$ cat src/rtl/rx_frame_ctrl_if.sv
// Signal bundle between the serial receiver frame controller, its sampling
// stage and the consumer of received bytes.
interface rx_frame_ctrl_if;
    logic       RX_IN;
    logic [4:0] prescale;
    logic       PAR_EN;
    logic       PAR_TYP;
    logic       sampled_bit;
    logic       data_samp_en;
    logic [4:0] edge_cnt;
    logic [7:0] P_DATA;
    logic       data_valid;
    logic       par_err;
    logic       stp_err;

    // Environment side: drives the line, configuration and the voted bit.
    modport master (
        output RX_IN,
        output prescale,
        output PAR_EN,
        output PAR_TYP,
        output sampled_bit,
        input  data_samp_en,
        input  edge_cnt,
        input  P_DATA,
        input  data_valid,
        input  par_err,
        input  stp_err
    );

    // Frame controller side.
    modport slave (
        input  RX_IN,
        input  prescale,
        input  PAR_EN,
        input  PAR_TYP,
        input  sampled_bit,
        output data_samp_en,
        output edge_cnt,
        output P_DATA,
        output data_valid,
        output par_err,
        output stp_err
    );
endinterface

$ cat src/rtl/rx_frame_ctrl.sv
// UART-style receive frame controller. Walks a frame bit by bit using an
// oversampling edge counter, consumes the voted bit from the sampling stage
// once per bit, assembles the byte and reports good data or framing/parity
// errors as single-cycle registered strobes.
module rx_frame_ctrl (
    input  logic           clk,
    input  logic           rst,
    rx_frame_ctrl_if.slave bus
);

    typedef enum logic [2:0] {
        StIdle   = 3'd0,
        StStart  = 3'd1,
        StData   = 3'd2,
        StParity = 3'd3,
        StStop   = 3'd4
    } state_e;

    // Frame bits counted on each edge-counter wrap: start is bit 0, data 1..8.
    localparam logic [3:0] LastDataBit = 4'd8;

    state_e      state_q, state_d;
    logic [4:0]  edge_cnt_q, edge_cnt_d;
    logic [3:0]  bit_cnt_q, bit_cnt_d;
    logic [7:0]  shift_q, shift_d;
    logic [4:0]  presc_q, presc_d;
    logic        par_en_q, par_en_d;
    logic        par_typ_q, par_typ_d;
    logic        par_pend_q, par_pend_d;
    logic [7:0]  p_data_q, p_data_d;
    logic        data_valid_q, data_valid_d;
    logic        par_err_q, par_err_d;
    logic        stp_err_q, stp_err_d;

    logic        at_decision;
    logic        exp_parity;

    // Last edge of the current bit period; the voted bit is only trusted here.
    assign at_decision = (edge_cnt_q == (presc_q - 5'd1));

    // Even parity is the XOR of the data bits, odd parity its inverse.
    assign exp_parity = (^shift_q) ^ par_typ_q;

    // State and datapath registers, synchronous reset.
    always_ff @(posedge clk) begin
        if (rst) begin
            state_q      <= StIdle;
            edge_cnt_q   <= 5'd0;
            bit_cnt_q    <= 4'd0;
            shift_q      <= 8'h00;
            presc_q      <= 5'd0;
            par_en_q     <= 1'b0;
            par_typ_q    <= 1'b0;
            par_pend_q   <= 1'b0;
            p_data_q     <= 8'h00;
            data_valid_q <= 1'b0;
            par_err_q    <= 1'b0;
            stp_err_q    <= 1'b0;
        end else begin
            state_q      <= state_d;
            edge_cnt_q   <= edge_cnt_d;
            bit_cnt_q    <= bit_cnt_d;
            shift_q      <= shift_d;
            presc_q      <= presc_d;
            par_en_q     <= par_en_d;
            par_typ_q    <= par_typ_d;
            par_pend_q   <= par_pend_d;
            p_data_q     <= p_data_d;
            data_valid_q <= data_valid_d;
            par_err_q    <= par_err_d;
            stp_err_q    <= stp_err_d;
        end
    end

    // Next-state, counters, byte assembly and strobe generation.
    always_comb begin
        state_d      = state_q;
        edge_cnt_d   = edge_cnt_q;
        bit_cnt_d    = bit_cnt_q;
        shift_d      = shift_q;
        presc_d      = presc_q;
        par_en_d     = par_en_q;
        par_typ_d    = par_typ_q;
        par_pend_d   = par_pend_q;
        p_data_d     = p_data_q;
        data_valid_d = 1'b0;
        par_err_d    = 1'b0;
        stp_err_d    = 1'b0;

        if (state_q == StIdle) begin
            edge_cnt_d = 5'd0;
            bit_cnt_d  = 4'd0;
        end else if (at_decision) begin
            edge_cnt_d = 5'd0;
            bit_cnt_d  = bit_cnt_q + 4'd1;
        end else begin
            edge_cnt_d = edge_cnt_q + 5'd1;
        end

        unique case (state_q)
            StIdle: begin
                if (!bus.RX_IN) begin
                    // Configuration is frozen for the whole frame.
                    state_d    = StStart;
                    presc_d    = bus.prescale;
                    par_en_d   = bus.PAR_EN;
                    par_typ_d  = bus.PAR_TYP;
                    par_pend_d = 1'b0;
                end
            end

            StStart: begin
                if (at_decision) begin
                    // A high start bit was a line glitch: drop it silently.
                    state_d = bus.sampled_bit ? StIdle : StData;
                end
            end

            StData: begin
                if (at_decision) begin
                    shift_d = {bus.sampled_bit, shift_q[7:1]};
                    if (bit_cnt_q == LastDataBit) begin
                        state_d = par_en_q ? StParity : StStop;
                    end
                end
            end

            StParity: begin
                if (at_decision) begin
                    // shift_q holds the complete byte by now.
                    par_pend_d = (bus.sampled_bit != exp_parity);
                    state_d    = StStop;
                end
            end

            StStop: begin
                if (at_decision) begin
                    state_d = StIdle;
                    if (bus.sampled_bit && !par_pend_q) begin
                        data_valid_d = 1'b1;
                        p_data_d     = shift_q;
                    end else begin
                        stp_err_d = !bus.sampled_bit;
                        par_err_d = par_pend_q;
                    end
                end
            end

            default: begin
                state_d = StIdle;
            end
        endcase
    end

    assign bus.data_samp_en = (state_q != StIdle);
    assign bus.edge_cnt     = edge_cnt_q;
    assign bus.P_DATA       = p_data_q;
    assign bus.data_valid   = data_valid_q;
    assign bus.par_err      = par_err_q;
    assign bus.stp_err      = stp_err_q;

endmodule
$ cat src/flat_wrapper.sv
// flat-port wrapper written by rule: the top's interface ports become plain ports
module rx_frame_ctrl_flat 
  (clk, rst, bus_RX_IN, bus_prescale, bus_PAR_EN, bus_PAR_TYP, bus_sampled_bit, bus_data_samp_en, bus_edge_cnt, bus_P_DATA, bus_data_valid, bus_par_err, bus_stp_err);
  rx_frame_ctrl_if bus_i ();
  input  logic clk;
  input  logic rst;
  input wire logic [$bits(bus_i.RX_IN)-1:0] bus_RX_IN;
  input wire logic [$bits(bus_i.prescale)-1:0] bus_prescale;
  input wire logic [$bits(bus_i.PAR_EN)-1:0] bus_PAR_EN;
  input wire logic [$bits(bus_i.PAR_TYP)-1:0] bus_PAR_TYP;
  input wire logic [$bits(bus_i.sampled_bit)-1:0] bus_sampled_bit;
  output wire logic [$bits(bus_i.data_samp_en)-1:0] bus_data_samp_en;
  output wire logic [$bits(bus_i.edge_cnt)-1:0] bus_edge_cnt;
  output wire logic [$bits(bus_i.P_DATA)-1:0] bus_P_DATA;
  output wire logic [$bits(bus_i.data_valid)-1:0] bus_data_valid;
  output wire logic [$bits(bus_i.par_err)-1:0] bus_par_err;
  output wire logic [$bits(bus_i.stp_err)-1:0] bus_stp_err;
  assign bus_i.RX_IN = bus_RX_IN;
  assign bus_i.prescale = bus_prescale;
  assign bus_i.PAR_EN = bus_PAR_EN;
  assign bus_i.PAR_TYP = bus_PAR_TYP;
  assign bus_i.sampled_bit = bus_sampled_bit;
  assign bus_data_samp_en = bus_i.data_samp_en;
  assign bus_edge_cnt = bus_i.edge_cnt;
  assign bus_P_DATA = bus_i.P_DATA;
  assign bus_data_valid = bus_i.data_valid;
  assign bus_par_err = bus_i.par_err;
  assign bus_stp_err = bus_i.stp_err;
  rx_frame_ctrl u_core (.clk(clk), .rst(rst), .bus(bus_i));
endmodule
$ cat config.mk
export PLATFORM = sky130hd
export DESIGN_NAME = rx_frame_ctrl_flat
export DESIGN_NICKNAME = d
export VERILOG_FILES = /design/src/rtl/rx_frame_ctrl_if.sv /design/src/rtl/rx_frame_ctrl.sv /design/src/flat_wrapper.sv
export SDC_FILE = /design/constraint.sdc
export NUM_CORES = 1
export LEC_CHECK = 0
export ABC_AREA = 1
export BUFFER_PORTS_ARGS = -buffer_cell sky130_fd_sc_hd__buf_2
export CORE_ASPECT_RATIO = 0.9
export CORE_MARGIN = 2
export CORE_UTILIZATION = 42
export CTS_CLUSTER_DIAMETER = 60
export DETAILED_ROUTE_END_ITERATION = 12
export GPL_ROUTABILITY_DRIVEN = 0
export MAX_ROUTING_LAYER = met4
export PLACE_DENSITY_LB_ADDON = 0.15
export SLEW_MARGIN = 10
export SYNTH_ARGS = -nofsm -noshare
export SYNTH_HDL_FRONTEND = slang
export SYNTH_SLANG_ARGS = --single-unit
export TNS_END_PERCENT = 30
$ cat constraint.sdc
create_clock -name clk -period 2.25 [get_ports clk]
set_clock_uncertainty 0.15 [all_clocks]
set_input_delay 0.45 -clock clk [delete_from_list [all_inputs] [get_ports clk]]
set_output_delay 0.45 -clock clk [all_outputs]
set_load 0.01 [all_outputs]
==> results of run 1 <==
-- power breakdown --
part           total (uW)  switching [uW]  internal [uW]
Sequential            840            64.2            776
Clock                 597             267            330
Combinational         811             535            276
Total                2250             866           1380
-- cells in the mapped netlist --
| library cell | count |
|---|---|
| sky130_fd_sc_hd__inv_1 | 26 |
| sky130_fd_sc_hd__ha_1 | 4 |
| sky130_fd_sc_hd__inv_2 | 5 |
| sky130_fd_sc_hd__buf_6 | 1 |
| sky130_fd_sc_hd__xnor2_1 | 4 |
| sky130_fd_sc_hd__nand2_2 | 3 |
| sky130_fd_sc_hd__clkbuf_1 | 3 |
| sky130_fd_sc_hd__o21ai_0 | 13 |
| sky130_fd_sc_hd__a21oi_1 | 30 |
| sky130_fd_sc_hd__nor3_1 | 1 |
| sky130_fd_sc_hd__a21oi_4 | 1 |
| sky130_fd_sc_hd__nand2_4 | 1 |
| sky130_fd_sc_hd__o21ai_1 | 1 |
| sky130_fd_sc_hd__or2_2 | 1 |
| sky130_fd_sc_hd__nand4_1 | 1 |
| sky130_fd_sc_hd__xor2_1 | 4 |
| sky130_fd_sc_hd__buf_2 | 2 |
| sky130_fd_sc_hd__buf_4 | 1 |
| sky130_fd_sc_hd__dfxtp_1 | 39 |
| sky130_fd_sc_hd__clkinv_1 | 1 |
| sky130_fd_sc_hd__nand2_1 | 78 |
| sky130_fd_sc_hd__o32ai_1 | 1 |
| sky130_fd_sc_hd__nand3b_1 | 2 |
| sky130_fd_sc_hd__and3_1 | 1 |
| sky130_fd_sc_hd__nor2_1 | 22 |
| sky130_fd_sc_hd__nand3_1 | 22 |
| sky130_fd_sc_hd__nor2_2 | 5 |
-- metal layers --
layer  share of wire  global-route usage  wire length [um]
met5               0                   -                 0
met4          0.0071             0.05357                27
met3           0.045             0.05373               169
met2            0.45              0.2765              1687
met1            0.50              0.2211              1902
-- placed cells by master, fill, tap and decap left out --
master,Yosys,final
sky130_fd_sc_hd__ha_1,4,4
sky130_fd_sc_hd__clkinv_4,0,1
sky130_fd_sc_hd__and3_1,1,1
sky130_fd_sc_hd__a21oi_1,30,30
sky130_fd_sc_hd__clkbuf_8,0,5
sky130_fd_sc_hd__xnor2_1,4,4
sky130_fd_sc_hd__nand3_1,22,22
sky130_fd_sc_hd__nor2_1,22,22
sky130_fd_sc_hd__o21ai_0,13,13
sky130_fd_sc_hd__clkinv_1,1,1
sky130_fd_sc_hd__o21ai_1,1,1
sky130_fd_sc_hd__nand2_1,78,78
sky130_fd_sc_hd__nand3b_1,2,2
sky130_fd_sc_hd__dfxtp_1,39,39
sky130_fd_sc_hd__clkinv_2,0,1
sky130_fd_sc_hd__nor2_2,5,5
sky130_fd_sc_hd__or2_2,1,1
sky130_fd_sc_hd__nand2_4,1,1
sky130_fd_sc_hd__xor2_1,4,4
sky130_fd_sc_hd__inv_1,26,26
sky130_fd_sc_hd__o32ai_1,1,1
sky130_fd_sc_hd__bufinv_16,0,1
sky130_fd_sc_hd__buf_4,1,1
sky130_fd_sc_hd__nor3_1,1,1
sky130_fd_sc_hd__nand2_2,3,3
sky130_fd_sc_hd__a21oi_4,1,1
sky130_fd_sc_hd__inv_4,0,1
sky130_fd_sc_hd__inv_2,5,4
sky130_fd_sc_hd__buf_2,2,27
sky130_fd_sc_hd__nand4_1,1,1
-- cells by family (layout without fill, tap and decap cells) --
group | after synthesis | in the layout | synth area share
xor+xnor | 8 | 8 | 0.03703
simple gates | 137 | 137 | 0.3095
buf+inv | 39 | 68 | 0.08465
fa+ha+maj | 4 | 4 | 0.02646
compound gates | 46 | 46 | 0.1296
flops | 39 | 39 | 0.4127
-- per-stage QoR --
step,hold WS [ps],std cells
floorplan,276.8,273
global placement,300.6,356
detailed placement,301.8,356
CTS,251.3,364
global route,250.6,364
finish,257.7,364
-- timing repair --
| item | in CTS | in global routing |
|---|---|---|
| endpoints found under the hold margin | 0 | 0 |
| resized for setup | 0 | 1 |
| setup endpoints to repair | 0 | 1 |
-- area by class of cell --
| class | count | area [sq um] | share of cell area |
|---|---|---|---|
| multi-input combinational | 195 | 950.9 | 0.4348 |
| sequential | 39 | 780.7 | 0.3570 |
| timing repair buffer | 28 | 142.6 | 0.06522 |
| inverter | 32 | 122.6 | 0.05606 |
| tap | 62 | 77.57 | 0.03547 |
| clock buffer | 5 | 68.82 | 0.03146 |
| clock inverter | 3 | 43.79 | 0.02002 |
-- flip-flops by register name, indices dropped and copies added (netlist names) --
signal,flops
u_core.par_en_q,1
u_core.bus.edge_cnt,5
u_core.bus.stp_err,1
u_core.bus.P_DATA,8
u_core.state_q,3
u_core.bus.par_err,1
u_core.shift_q,8
u_core.par_pend_q,1
u_core.bit_cnt_q,4
u_core.par_typ_q,1
u_core.presc_q,5
u_core.bus.data_valid,1
-- worst max-delay path: cells and delay by family, from the launching register on --
family / cells / cell delay (ps)
AOI/OAI and AO/OA: 1 / 150
adders and majority gates: 1 / 290
buffers and inverters: 3 / 280
DFF: 1 / 350
and+or+nand+nor: 9 / 660
-- worst min path at each step --
stage                         start                   end  slack (ps)
6_report            bus_sampled_bit    u_core.bus.stp_err         260
5_1_grt             bus_sampled_bit    u_core.bus.stp_err         250
4_1_cts             bus_sampled_bit    u_core.bus.stp_err         250
3_5_place_dp   u_core.bus.P_DATA[4]  u_core.bus.P_DATA[4]         300
3_3_place_gp   u_core.bus.P_DATA[3]  u_core.bus.P_DATA[3]         300
2_1_floorplan     u_core.par_pend_q    u_core.bus.par_err         280
==> results.toml, run 1 <==
[logic_synthesis]
synth_top_cell_area_share = 0.4127
synthCells = 273
synth_top_cell_by_area = "sky130_fd_sc_hd__dfxtp_1"
syn_area_sq_mm = 0.001892
synth-seq-area-share = 0.4127
synth_warnings = 0
syn-num-nets = 288
synthTopCellsByArea = "sky130_fd_sc_hd__dfxtp_1 41%, sky130_fd_sc_hd__nand2_1 15%, sky130_fd_sc_hd__a21oi_1 7.9%"
avg_cell_area_syn_sq_um = 6.930
ys_types = 27
number_of_synthesized_register_bits = 39

[cells_and_area]
fin_nets = 316
layout.core_utilization = 0.4967
areaGrowthSynthToFinish_pct = 15.61
final_layout_size_suffix_gt1_frac = 0.1722
fillers = 475
num_antenna_cells = 0
design_area_sq_mm = 0.002187

[critical_path]
setup.worst_path.start_class = "flip-flop"
critical_path.reg2reg.endpoint = "u_core.state_q[2]"
worst_r2r_startpoint = "u_core.presc_q[0]"
crit_path_end_kind = "flip-flop"
worstPathCellList = "inv_2 -> ha_1 -> inv_1 -> nand2_1 -> nand2_1 -> nor2_2 -> nand2_1 -> nor2_2 -> nand2_2 -> buf_4 -> a21oi_4 -> nand3_1 -> nand2_1 -> nor2_1"
critPathMostFrequentCell = "sky130_fd_sc_hd__nand2_1"
path_class = "flip-flop to flip-flop"
worst_ep_required_time_ps = 2290
critPathMaxStageDelay_ps = 350
worst_r2r_path_depth = 14
worst_setup_path_endpoint = "u_core.state_q[2]"
timing.reg2reg.setup_slack_ps = 250
crit_slowest_cell = "sky130_fd_sc_hd__dfxtp_1"
cp.arrival_ps = 2050
worst-path-max-fanout = 10
crit_path_start = "u_core.presc_q[0]"

[place]
count_of_buffers_from_port_buffering = 27
half_perimeter_wire_length_after_placement_um = 2773
placed_area_sq_mm = 0.002072
placement.setup.worst_slack_ps = 234.6

[die]
full_die_area_sq_mm = 0.005058
area_of_the_placeable_core_sq_mm = 0.004403
chipHeight_um = 67.67
pin_count = 28
floorplan.initialDensity = 0.4297
floorplan.rows = 23
die_width_um = 74.75

[sta]
setup_tns_ps = 0
final-max-slew-violation-count = 0
max_freq_ghz = 0.4997
hold_fails_final_rpt = 0
post_route_fraction_of_the_period_consumed_by_the_critical_path = 0.8894
final.min_clock_period_ps = 2001
worst_slack_ps = 248.9
worst_pin_slew_ps = 461.4
worst_slew_margin_rel = 0.6917
setup_viol = 0
rsz0062_at_grt = "no"

[grt]
grt_usage = 0.1772
grt_max_degree = 19
grt_pass1_wl_um = 6582
grt_pass1_vias = 1502
antenna_found_initial = 0
grt_overflow = 0

[routing]
dr_total_vias = 1713
number_of_iterations_in_the_first_detailed_routing_pass = 4
drt_iter0_markers = 131
route.antenna.remaining_nets = 0
avgViaCountPerCell = 4.706
drc_errors = 0
detail_route.wirelength_um = 3785
wl_per_cell_um = 10.40

[status]
run_status = "completed"

[clock_network]
holdBufCountCts = 0
clock_sinks = 39
number_of_buffers_inserted_during_clock_tree_synthesis = 5
tritoncts = "done"
cts.clk_slew.worst_paths_ps = 80
insertion_delay_ps = 300
cts_max_path_buffers = 2
cts_setup_buffers = 0
htree_levels = 2
root_buffer = "sky130_fd_sc_hd__clkbuf_8"

[pwr]
leakagePower_uw = 0.0009798
power_uw = 2248
ir_drop_mv = 0.6521
p_per_area_mw_per_mm2 = 1028

[flow_run]
drv.max_cap_violation_count = 0

[hold_path]
whs_path_depth = 2
min-delay-path-class = "input port to flip-flop"
(Power assumes the default switching activity.)
==> run 2: changes to the inputs <==
--- a/config.mk
+++ b/config.mk
@@ -13,6 +13,7 @@
 export CTS_CLUSTER_DIAMETER = 60
 export DETAILED_ROUTE_END_ITERATION = 12
 export GPL_ROUTABILITY_DRIVEN = 0
+export GPL_TIMING_DRIVEN = 0
 export MAX_ROUTING_LAYER = met4
 export PLACE_DENSITY_LB_ADDON = 0.15
 export SLEW_MARGIN = 10
==> run 2 against run 1 <==
Wire length increased by 2.7%. First-iteration DRC count decreased by 27%. Maximum frequency increased by 2.4%. Sequential cell count unchanged. Power increased by 1.5%. Non-clock buffer count increased by 5. Sequential power about the same. Via count increased by 0.12%. Register-to-register slack improved by 50 ps. Worst setup slack improved by 47 ps.
==> results.toml, run 2 (synthesis results as in run 1) <==
[grt]
grt_pass1_vias = 1502
gr-usage-met2 = 0.2644
grt_max_degree = 14
top_usage_layer = "met2"
grt_pass1_wl_um = 6555
grt_usage = 0.1789
grt_overflow = 0
gr-usage-met1 = 0.2384
antenna_found_initial = 0
global_route.usage.met3 = 0.04030

[place]
count_of_buffers_from_port_buffering = 26
half_perimeter_wire_length_after_placement_um = 2935
place.detailed.instances = 361
placement.setup.worst_slack_ps = 284.1

[die]
pin_count = 28
area_of_the_placeable_core_sq_mm = 0.004403
floorplan.initialDensity = 0.4297
chipHeight_um = 67.67
die_width_um = 74.75
floorplan.rows = 23
full_die_area_sq_mm = 0.005058

[sta]
worst_slew_margin_rel = 0.6957
max_freq_ghz = 0.5117
hold_fails_final_rpt = 0
worst_hold_slack_ps = 255.4
worst_slack_ps = 295.7
post_route_fraction_of_the_period_consumed_by_the_critical_path = 0.8686
setup_viol = 0
setup_tns_ps = 0
rsz0062_at_grt = "no"
worst_pin_slew_ps = 456.5
final.min_clock_period_ps = 1954
final-max-slew-violation-count = 0

[critical_path]
setup.worst_path.start_class = "flip-flop"
crit_path_end_kind = "flip-flop"
critical_path.reg2reg.endpoint = "u_core.state_q[1]"
critical_path_buf_inv_count = 3
critical_path.top_delay_family = "simple AND/OR/NAND/NOR gates"
cp.arrival_ps = 1990
critPathMaxStageDelay_ps = 340
critPathMostFrequentCell = "sky130_fd_sc_hd__nand2_1"
path_class = "flip-flop to flip-flop"
worst_ep_required_time_ps = 2290
worst-path-max-fanout = 10
worst_r2r_path_depth = 14
worstPathCellList = "inv_2 -> ha_1 -> inv_1 -> nand2_1 -> nand2_1 -> nor2_2 -> nand2_1 -> nor2_2 -> nand2_2 -> buf_6 -> a21oi_4 -> nand2_1 -> nor2_1 -> nor2_1"
worst_r2r_startpoint = "u_core.presc_q[0]"
crit_slowest_cell = "sky130_fd_sc_hd__dfxtp_1"
timing.reg2reg.setup_slack_ps = 300

[pwr]
p_per_area_mw_per_mm2 = 1031
sequentialPowerShare = 0.368
switching_power_uw = 882.7
combinationalPowerShare = 0.372
ir_drop_mv = 0.6765
pwr-share-clk = 0.259
power_switching_share = 0.3870
power.internal_uw = 1398
leakagePower_uw = 0.0009955

[cells_and_area]
num_antenna_cells = 0
multiInputGateArea_sq_um = 950.9
areaGrowthSynthToFinish_pct = 16.93
fin_nets = 321
commonest_cells_after_routing_fill_and_taps_aside = "78 x sky130_fd_sc_hd__nand2_1, 39 x sky130_fd_sc_hd__dfxtp_1, 30 x sky130_fd_sc_hd__a21oi_1, 28 x sky130_fd_sc_hd__buf_2, 26 x sky130_fd_sc_hd__inv_1"
final_cells = 369
fillers = 464
final_layout_size_suffix_gt1_frac = 0.1759
most_common_library_cell_in_the_layout_ignoring_fill_and_taps = "sky130_fd_sc_hd__nand2_1"
seqCellArea_sq_um = 780.7
layout.core_utilization = 0.5024

[routing]
route.antenna.remaining_nets = 0
drc_errors = 0
dr_total_vias = 1715
number_of_iterations_in_the_first_detailed_routing_pass = 4
drt_iter0_markers = 95
detail_route.wirelength_um = 3887
wl_per_cell_um = 10.53
avgViaCountPerCell = 4.648

[clock_network]
root_buffer = "sky130_fd_sc_hd__clkbuf_8"
cts_max_path_buffers = 2
number_of_buffers_inserted_during_clock_tree_synthesis = 5
cts_repair_resize_count = 0
tritoncts = "done"
insertion_delay_ps = 300
holdBufCountCts = 0
cts_setup_buffers = 0
clock_sinks = 39
cts.clk_slew.worst_paths_ps = 80
htree_levels = 2

[hold_path]
min_delay_worst_endpoint = "u_core.bus.stp_err"
min-delay-path-class = "input port to flip-flop"
holdCritStartpoint = "bus_sampled_bit"
whs_path_depth = 2

[status]
run_status = "completed"

[flow_run]
drv.max_cap_violation_count = 0
[run 2: changes by cell type in the layout (fill, tap and decap cells not counted)]
cell                       previous run  this run
sky130_fd_sc_hd__inv_2                4         5
sky130_fd_sc_hd__clkbuf_1             0         3
sky130_fd_sc_hd__inv_4                1         0
sky130_fd_sc_hd__buf_2               27        28
sky130_fd_sc_hd__buf_6                0         1
[run 2: metal layers]
metal / routed length (um) / share of wire / up-vias
met2: 1596 / 0.41 / 32
met5: 0 / 0 / -
met3: 174 / 0.045 / 7
li1: - / - / 931
met4: 60 / 0.015 / 0
met1: 2056 / 0.53 / 745
[run 2: layout make-up]
type	count	area share
buffer	7	0.01810
clock inverter	3	0.01980
inverter	32	0.05430
tap	62	0.03507
timing repair buffer	26	0.05882
clock buffer	5	0.03111
multi-input combinational	195	0.4299
sequential	39	0.3529
[run 2: metrics by stage]
stage	total power, uW	instance area (sq um)
finish	2281	2212
floorplan	1513	1892
global placement	1696	2100
CTS	2310	2212
global route	2461	2212
detailed placement	1707	2100
[run 2: worst max-delay path by stage]
stage                           start                    to  cells after the start
floorplan           u_core.presc_q[0]     u_core.state_q[1]                     14
global placement    u_core.presc_q[0]     u_core.state_q[2]                     14
detailed placement  u_core.presc_q[0]   u_core.bit_cnt_q[3]                     14
CTS                 u_core.presc_q[0]   u_core.bit_cnt_q[3]                     14
global route        u_core.presc_q[0]  u_core.bus.P_DATA[7]                     14
finish              u_core.presc_q[0]     u_core.state_q[1]                     14
[run 2: power groups by stage]
stage               Clock [uW]  Sequential [uW]  Combinational (uW)
global route               634              853                 974
floorplan                    0              849                 664
CTS                        615              840                 855
detailed placement           0              856                 851
global placement             0              854                 842
finish                     591              840                 850
